File: src/rtl/spi_master.sv
// SPI initiator: one DATA_W-bit full-duplex frame per accepted start, any
// CPOL/CPHA mode, MSB- or LSB-first. CS is active-high.
module spi_master #(
  parameter int DATA_W = 8,
  parameter int HALF   = 4
) (
  input  logic              clk_i,
  input  logic              rst_i,
  input  logic              ena_i,
  input  logic              start_i,
  input  logic [DATA_W-1:0] tx_data,
  input  logic              MSB,
  input  logic              CPOL,
  input  logic              CPHA,
  output logic              busy,
  output logic              done,
  output logic [DATA_W-1:0] rx_data,
  output logic              CS,
  output logic              SCK,
  output logic              MOSI,
  input  logic              MISO
);

  localparam int CW = (HALF > 1) ? $clog2(HALF) : 1;
  localparam int EW = $clog2(2 * DATA_W);
  localparam logic [CW-1:0] HALF_M1   = CW'(HALF - 1);
  localparam logic [EW-1:0] LAST_EDGE = EW'(2 * DATA_W - 1);

  typedef enum logic [1:0] {IDLE, LEAD, XFER, TRAIL} state_t;

  state_t            state;
  logic [CW-1:0]     cnt;
  logic [EW-1:0]     ecnt;
  logic [DATA_W-1:0] tx_sr;
  logic [DATA_W-1:0] rx_sr;
  logic              msb_q;
  logic              cpol_q;
  logic              cpha_q;
  logic              tick;
  logic              sample_edge;
  logic              shift_edge;

  function automatic logic first_bit(input logic [DATA_W-1:0] d, input logic msb_first);
    return msb_first ? d[DATA_W-1] : d[0];
  endfunction

  function automatic logic [DATA_W-1:0] shift_out(input logic [DATA_W-1:0] d,
                                                  input logic msb_first);
    return msb_first ? {d[DATA_W-2:0], 1'b0} : {1'b0, d[DATA_W-1:1]};
  endfunction

  // Divider terminal count and the role of the upcoming SCK edge.
  // Even edge index = leading edge. With CPHA=0 the first bit is already on
  // MOSI before edge 0, so the final trailing edge has nothing left to shift.
  always_comb begin
    tick        = (cnt == HALF_M1);
    sample_edge = cpha_q ? ecnt[0] : ~ecnt[0];
    shift_edge  = cpha_q ? ~ecnt[0] : (ecnt[0] && (ecnt != LAST_EDGE));
  end

  // Frame sequencer with registered pin outputs; ena_i=0 freezes it.
  always_ff @(posedge clk_i or negedge rst_i) begin
    if (!rst_i) begin
      state   <= IDLE;
      cnt     <= '0;
      ecnt    <= '0;
      tx_sr   <= '0;
      rx_sr   <= '0;
      msb_q   <= 1'b0;
      cpol_q  <= 1'b0;
      cpha_q  <= 1'b0;
      CS      <= 1'b0;
      SCK     <= 1'b0;
      MOSI    <= 1'b0;
      busy    <= 1'b0;
      done    <= 1'b0;
      rx_data <= '0;
    end else begin
      // done and the trailing busy cycle are single-cycle regardless of ena_i
      done <= 1'b0;
      if (state == IDLE) busy <= 1'b0;
      if (ena_i) begin
        unique case (state)
          IDLE: begin
            CS  <= 1'b0;
            SCK <= CPOL;
            // busy still high here means this is the done cycle: no restart yet
            if (start_i && !busy) begin
              state  <= LEAD;
              busy   <= 1'b1;
              CS     <= 1'b1;
              cnt    <= '0;
              ecnt   <= '0;
              msb_q  <= MSB;
              cpol_q <= CPOL;
              cpha_q <= CPHA;
              rx_sr  <= '0;
              if (!CPHA) begin
                MOSI  <= first_bit(tx_data, MSB);
                tx_sr <= shift_out(tx_data, MSB);
              end else begin
                tx_sr <= tx_data;
              end
            end
          end
          LEAD, XFER: begin
            if (tick) begin
              cnt <= '0;
              SCK <= ~SCK;
              if (sample_edge)
                rx_sr <= msb_q ? {rx_sr[DATA_W-2:0], MISO} : {MISO, rx_sr[DATA_W-1:1]};
              if (shift_edge) begin
                MOSI  <= first_bit(tx_sr, msb_q);
                tx_sr <= shift_out(tx_sr, msb_q);
              end
              if (ecnt == LAST_EDGE) begin
                state <= TRAIL;
              end else begin
                ecnt  <= ecnt + 1'b1;
                state <= XFER;
              end
            end else begin
              cnt <= cnt + 1'b1;
            end
          end
          TRAIL: begin
            if (tick) begin
              state   <= IDLE;
              cnt     <= '0;
              ecnt    <= '0;
              CS      <= 1'b0;
              SCK     <= cpol_q;
              done    <= 1'b1;
              rx_data <= rx_sr;
            end else begin
              cnt <= cnt + 1'b1;
            end
          end
          default: state <= IDLE;
        endcase
      end
    end
  end

endmodule

File: config.mk
export PLATFORM = sky130hd
export DESIGN_NAME = spi_master
export DESIGN_NICKNAME = d
export VERILOG_FILES = /design/src/rtl/spi_master.sv
export SDC_FILE = /design/constraint.sdc
export NUM_CORES = 1
export LEC_CHECK = 0
export CAP_MARGIN = 20
export CORE_MARGIN = 2
export CORE_UTILIZATION = 35
export DETAILED_ROUTE_END_ITERATION = 6
export PLACE_DENSITY = 0.52
export SYNTH_ARGS = -nofsm -noshare
export SYNTH_HDL_FRONTEND = slang
export SYNTH_SLANG_ARGS = --single-unit
File: constraint.sdc
create_clock -name clk_i -period 2.34 [get_ports clk_i]
set_input_delay 0.585 -clock clk_i [delete_from_list [all_inputs] [get_ports clk_i]]
set_output_delay 0.585 -clock clk_i [all_outputs]
set_load 0.01 [all_outputs]
==> results.md, run 1 <==
Clock network:
- TritonCTS built the clock tree.
- Clock latency on the worst-skew pair, taken at its later pin, is 0.28 ns.
- In this run, post-CTS repair resized a total of 0 instances.
- The root buffer cell chosen for the clock tree is clkbuf_8.
- The number of buffers inserted to repair setup after CTS is 0.
- The number of clock sinks seen by CTS is 40.
- The total CTS buffers is 5.
- The maximum clock path buffer count is 2.
- In this run, post-CTS hold repair placed 0 buffers.
- The total number of H-tree levels is 2.
- Clock-pin slew was measured on the worst setup and hold paths at 0.07 ns.

Cells and area:
- The net total in the final layout is between 200 and 300.
- The leading cell type in the layout, fill and taps excluded is dfrtp_1.
- The synthesis-to-finish area growth is 22.3%.
- The fill cell instance count of the final layout is 591.
- The fraction of the core area covered by cells at the end of the flow is 0.450.
- The flip-flop and latch area is 1000 um^2.
- In the layout the commonest cells are dfrtp_1, mux2i_1, clkdlybuf4s50_1, mux2_2, nor2_1.
- The share of cells above drive strength 1 is 0.184.
- The cell area after layout is 2700 um^2.
- The area occupied by multi-input gates is 1100 um^2.
- 0 antenna diodes ended up in the layout.

Yosys:
- The largest total area in the synthesized netlist belongs to dfrtp_1.
- The cell count after synthesis came out at 210.
- Yosys printed 0 warnings.
- The mean area per synthesized cell is 10.5 um^2.
- The count of state elements after synthesis is 40.
- The synthesized net count is 230.
- The count of unique library cells instantiated by Yosys is 34.
- The cell area that synthesis handed to floorplanning was 2210 um^2.
- In the post-synthesis netlist, the biggest area contributors are dfrtp_1, mux2i_1, mux2_2.
- The share of synthesized area occupied by flip-flops and latches is 0.454.
- The share of synthesized area in the top cell type comes to 0.454.

STA:
- The hold violation total from the final report is 0.
- For the final routed database, the setup TNS stands at 0 ns.
- The ratio of final minimum period to clock period is 0.888.
- Setup violations remaining at the end of the flow were counted as 0.
- The number of pins with negative max-slew slack in the final report is 0.
- At the pin with the least slew margin, the transition time is 0.857 ns.
- The clock period could shrink to 2.08 ns.
- The final setup skew is 0.00592 ns.
- Based on the critical path, the design can be clocked at up to 481 MHz.
- Setup repair after global routing left no endpoint under its margin.
- The worst slew margin relative to its limit is 0.429.

Floorplan:
- The area of the die is 6950 um^2.
- The initial standard-cell utilization of the core is 0.368.
- The core box area is around 6000 um^2.
- The count of standard-cell rows is 28.
- The die is between 80 and 90 um wide.
- 29 I/O pins were placed.
- The die span in y is ~83 um.

GRT:
- The overall fraction of global-route tracks in use is 0.133.
- The first global-routing pass estimated 7600 um of wire.
- The initial antenna violation count was 0.
- The largest net degree at the start of global routing is 23.
- The final global-route overflow total is 0.
- The number of global-route vias before repair came to ~1500.

Routing:
- The remaining antenna violation count after routing is 0.
- The residual DRC count is 0.
- Using the TritonRoute via totals, the vias-per-cell ratio works out to 5.01.
- The detailed router placed 1597 vias in this run.
- In this run, the number of DRC markers left after iteration 0 of detailed routing was 45.
- The total wirelength of the detailed-routed design is roughly 4500 um.
- The first TritonRoute pass finished after 3 iterations.
- Dividing the detail-routed wire length by the instance count gives 14.0 um.

Critical path:
- STA puts the critical path data required time at 2.51 ns.
- The maximum net fanout on the critical path is 8.
- The worst setup path is launched from a flop.
- STA classifies the critical path endpoint as a flop.
- The category of the most critical setup path is flop to flop.
- The data arrival at the endpoint of the critical path is 2.25 ns.
- The number of cells on the worst reg-to-reg path is 6.

Power and ir drop:
- The design draws 3.12 mW.
- In this run the static leakage power is 1.29 nW.
- Dividing total power by cell area gives a power density of 1160 nW/um^2.
- The worst vdd rail ir drop is 0.448 mV.

Place:
- The wire-length estimate of the detail-placed layout is between 3000 and 4000 um.
- Routability-driven placement finished with a final weighted congestion of 0.735.
- After detailed placement, the total cell area comes to 2620 um^2.
- During placement, the flow inserted port buffers numbering 28.

Run:
- Max-cap violations in this run came to 0.

Outcome:
- The run finished with clean final reports.

Min path:
- The min-delay analysis places its worst path in the category input port to asynchronous set/reset pin.
[sequential cells by signal, indices dropped and copies added (netlist names), named ones only]
name,flops
ecnt,4
CS,1
rx_sr,8
cnt,2
cpol_q,1
tx_sr,8
cpha_q,1
done,1
MOSI,1
SCK,1
rx_data,8
state,2
msb_q,1
[per-stage QoR]
stage          hold WS [ns]  setup WS (ns)  std cells
6_report              0.277          0.263        319
3_3_place_gp          0.485         0.0494        312
5_1_grt               0.312         0.0957        319
3_5_place_dp          0.483         0.0143        312
4_1_cts               0.285          0.245        319
2_1_floorplan         0.289          0.409        210
[layout make-up]
type	count	share of cell area
multi-input combinational	146	0.408
sequential	40	0.371
timing repair buffer	38	0.139
tap	75	0.0348
clock buffer	6	0.0269
inverter	13	0.0181
clock inverter	1	0.00186
[where the power goes]
group / switching, mW / internal [mW] / total [mW] / leakage [nW]
logic: 0.770 / 0.749 / 1.52 / 0.733
clock network: 0.224 / 0.203 / 0.426 / 0.0410
registers: 0.247 / 0.931 / 1.18 / 0.518
[per-layer routing]
layer  vias up  wire [um]  global-route usage  part of all wire
met2        26       1970               0.211              0.44
met3         6        166              0.0388             0.037
met1       758       2290               0.178              0.51
met5         -          0                   0                 0
met4         0         46              0.0313             0.010
li1        807          -                   -                 -
[synth_stat cells]
cell type   n
o211ai_1    1
o221a_2     1
nand3b_1    1
nand2_1    12
a21oi_1    14
a41oi_1     1
nand3_1     6
a32o_1      1
o21ai_0    16
or3b_1      1
nor2_1     19
o41ai_1     1
dfrtp_1    40
buf_2       5
ha_1        4
o311ai_0    2
nand2b_2    1
nand2b_1    3
a22oi_1     1
mux2i_1    28
a211oi_1    1
buf_6       1
inv_1      13
a211o_1     1
clkbuf_1    5
or3_1       1
mux2_4      2
and3_4      1
a2bb2oi_1   1
and3b_1     1
mux2_2     21
nor2b_1     2
o21ai_4     1
o211ai_2    1
[critical path, stage by stage (launching register included)]
cell     delay (ns)
dfrtp_1        0.40
inv_1          0.08
ha_1           0.32
inv_1          0.18
o21ai_4        0.26
a211o_1        0.35
mux2_2         0.38
[path summary, 6_finish.rpt]
check,to,from,slack (ns)
min,ecnt[2],rst_i,0.28
max,rx_sr[1],state[1],0.26
min reg2reg,cnt[0],cnt[0],0.50
min in group clk_i,cnt[0],cnt[0],0.50
max in group asynchronous,rx_data[1],rst_i,1.58
max reg2reg,rx_sr[1],state[1],0.26
[kinds of logic after synthesis]
logic type               count (synthesis)  share of synthesized area
multiplexers                            51                      0.248
AND/OR/NAND/NOR                         48                      0.104
adder cells (fa/ha/maj)                  4                     0.0227
flip-flops                              40                      0.454
AO/OA/AOI/OAI                           43                      0.125
buffers and inverters                   24                     0.0471
Note: power is estimated with default switching activity, not from simulation.
==> inputs of run 2 (changes only) <==
- GPL_TIMING_DRIVEN: not set -> 0
==> run 2 against run 1 <==
Count of clock-buffer cells in the layout shrank 1; global-route usage is 1.3 points higher; cell count up 0.63%; sequential share of layout area decreased by 0.086 points; sequential power fell by 6%; first-iteration DRC count rose by 2.2%; die area stayed put; worst hold slack got worse by 0.026 ns.
==> results.md, run 2 (synthesized netlist as in run 1, its figures left out) <==
Outcome:
- The flow ran to the end, and the final reports show no timing, DRC or antenna violations.

Critical path:
- Counting both buffers and inverters, the worst setup path holds a total of 2.
- The number of cells on the worst reg-to-reg path is 6.
- The peak per-stage delay on the critical path is ~0.46 ns.
- The slowest stage cell on the critical path is clkdlybuf4s50_1.
- Data on the critical path is required at its endpoint by about 2.5 ns.
- Data arrives at the worst endpoint at 2.31 ns.
- Counting buffers and inverters, the worst setup path is 6 cells deep.
- STA classifies the critical path startpoint as an input port.
- Traced cell by cell, the critical path runs through clkdlybuf4s50_1 -> nor2b_1 -> o21ai_4 -> or3b_1 -> buf_6 -> mux2_4.
- The category of the most critical setup path is input port to flop.
- Broken down by cell family, the worst path's largest delay share belongs to simple AND/OR/NAND/NOR gates.
- Along the worst path, the maximum fanout reaches 8.
- The endpoint kind of the worst setup timing path is a flop.

Place:
- The weighted congestion at the end of routability-driven global placement is 0.741.
- The placed instances occupy a cell area of 2590 um^2.
- In this run the tool buffered the top-level ports with 27 buffer cells.
- The half-perimeter wire length after placement is approximately 3300 um.
- Once placement completed, the tool counted placed cells totaling 313.

Floorplan:
- The total area inside the core boundary comes to 5990 um^2.
- The die span in y is 83.4 um.
- The area of the die is approximately 7000 um^2.
- The horizontal die dimension is 83.4 um.
- The initial utilization of the core area, before any placement, comes to 0.368.
- The I/O pin count is 29.
- In this run the core area contains 28 standard-cell rows.

Routing:
- The vias per cell is 5.02.
- After detailed routing, the average wire length per cell comes to 14.7 um.
- The total wirelength of the detailed-routed design is 4710 um.
- The remaining antenna violation count after routing is 0.
- The first-pass detailed-route iteration total is 4.
- The detailed router placed ~1600 vias in this run.
- The residual DRC count is 0.
- For this block, the initial DRC count from the detailed router was 46.

STA:
- Across all hold checks on the routed design, the worst slack comes to 0.251 ns.
- For the final database, setup skew stands at 0.00402 ns.
- Setup repair after global routing left no endpoint under its margin.
- Based on the critical path, the design can be clocked at up to 469 MHz.
- The ratio of final minimum period to clock period is 0.911.
- For the pin with the worst max-slew slack, the measured transition is 0.504 ns.
- The shortest clock period the worst path allows after layout is 2.13 ns.
- Setup violations remaining at the end of the flow were counted as 0.
- The worst slew margin relative to its limit is 0.663.
- The number of pins with negative max-slew slack in the final report is 0.
- The hold violation total from the final report is 0.

Power and ir drop:
- Dividing total power by cell area gives a power density of 1210 nW/um^2.
- The worst vdd rail ir drop is 0.392 mV.
- The overall power consumption is 3.27 mW.
- The leakage power total is 1.29 nW.

Cells and area:
- The finished cells cover about 2700 um^2.
- The area occupied by multi-input gates is 1100 um^2.
- In the final layout, the registers with the most flip-flops are rx_data x8, rx_sr x8, tx_sr x8.
- The final non-filler cell total is 321.
- The flip-flop and latch area is roughly 1000 um^2.
- The synthesis-to-finish area growth is 22.6%.
- The net count of the finished layout is ~270.
- The share of cells above drive strength 1 is 0.179.
- The number of diodes added for antenna fixing is 0.
- Leaving out fill and tap cells, the most frequent cell in the layout is dfrtp_1.
- The fill cell instance count of the final layout is 574.
- The fraction of the core area covered by cells at the end of the flow is 0.451.
- The top cell types in the final layout, fill and taps aside, are dfrtp_1, mux2i_1, clkdlybuf4s50_1, mux2_2, nor2_1.

Clock network:
- The number of clock sinks seen by CTS is 40.
- The H-tree was split into 2 levels.
- The number of buffers inserted to repair setup after CTS is 0.
- The root buffer cell chosen for the clock tree is clkbuf_8.
- The clock latency on the worst-skew pair is 0.29 ns.
- After clock tree synthesis, the clock-pin slew on the worst setup and hold paths is about 0.080 ns.
- The count of hold-fix buffers inserted at cts is 0.
- The quantity of gates resized following cts is 0.
- The total CTS buffers is 5.
- The TritonCTS clock tree is built.
- The maximum clock path buffer count is 2.

GRT:
- The final global-route overflow total is 0.
- The number of global-route vias before repair is about 1600.
- The first global-routing pass estimated 8290 um of wire.
- The initial antenna violation count is 0.
- Across every metal layer, demand over resource in global routing totals 0.145.
- The largest net degree at the start of global routing is 22.

Run:
- The max-capacitance violation count is 0.

Min path:
- The tightest min-delay check is of the input port to asynchronous set/reset pin type.
[run 2: changes by cell type in the layout (fill, tap and decap cells not counted), sizes merged]
cell           previous run  this run
bufinv                    0         1
clkdlybuf4s50            27        26
buf                      11         8
clkbuf                    6        10
clkinvlp                  0         1
[run 2: through the flow]
stage	setup WS, ns	TNS [ns]
after floorplan	0.409	0
after global placement	-0.462	-18.61
after detailed placement	-0.0953	-0.189
after CTS	0.214	0
after global routing	0.123	0
final	0.209	0
[run 2: layout make-up]
cell class | count | area share
inverters | 13 | 0.0180
clock inverters | 3 | 0.0157
flip-flops and latches | 40 | 0.370
clock buffers | 5 | 0.0255
plain buffers | 11 | 0.0204
well taps | 75 | 0.0347
multi-input cells | 146 | 0.407
repair buffers | 28 | 0.108
[run 2: layer usage]
metal,GRT usage,vias up,wire length (um)
met1,0.209,761,2480
met3,0.0338,5,174
li1,-,814,-
met5,0,-,0
met2,0.216,31,1990
met4,0.0447,0,67
[run 2: worst paths after layout]
| kind | slack (ns) | endpoint | start |
|---|---|---|---|
| worst max-delay path | 0.21 | tx_sr[7] | start_i |
| worst min-delay path | 0.25 | ecnt[2] | rst_i |
| worst max register to register | 0.25 | tx_sr[7] | ecnt[0] |
| worst min register to register | 0.50 | cnt[0] | cnt[0] |
| max in group asynchronous | 1.61 | rx_sr[6] | rst_i |
| min in group clk_i | 0.50 | cnt[0] | cnt[0] |
[run 2: power by group]
| part | internal (mW) | leakage (nW) | switching [mW] |
|---|---|---|---|
| combinational | 0.720 | 0.716 | 0.864 |
| sequential | 0.930 | 0.518 | 0.181 |
| clock | 0.316 | 0.0541 | 0.254 |
| total | 1.97 | 1.29 | 1.30 |
==> inputs of run 3 (changes only) <==
- ABC_CLOCK_PERIOD_IN_PS: not set -> 2340
==> results of run 3 <==
Same layout as run 2: the final DEF is identical, and so are final timing and power.
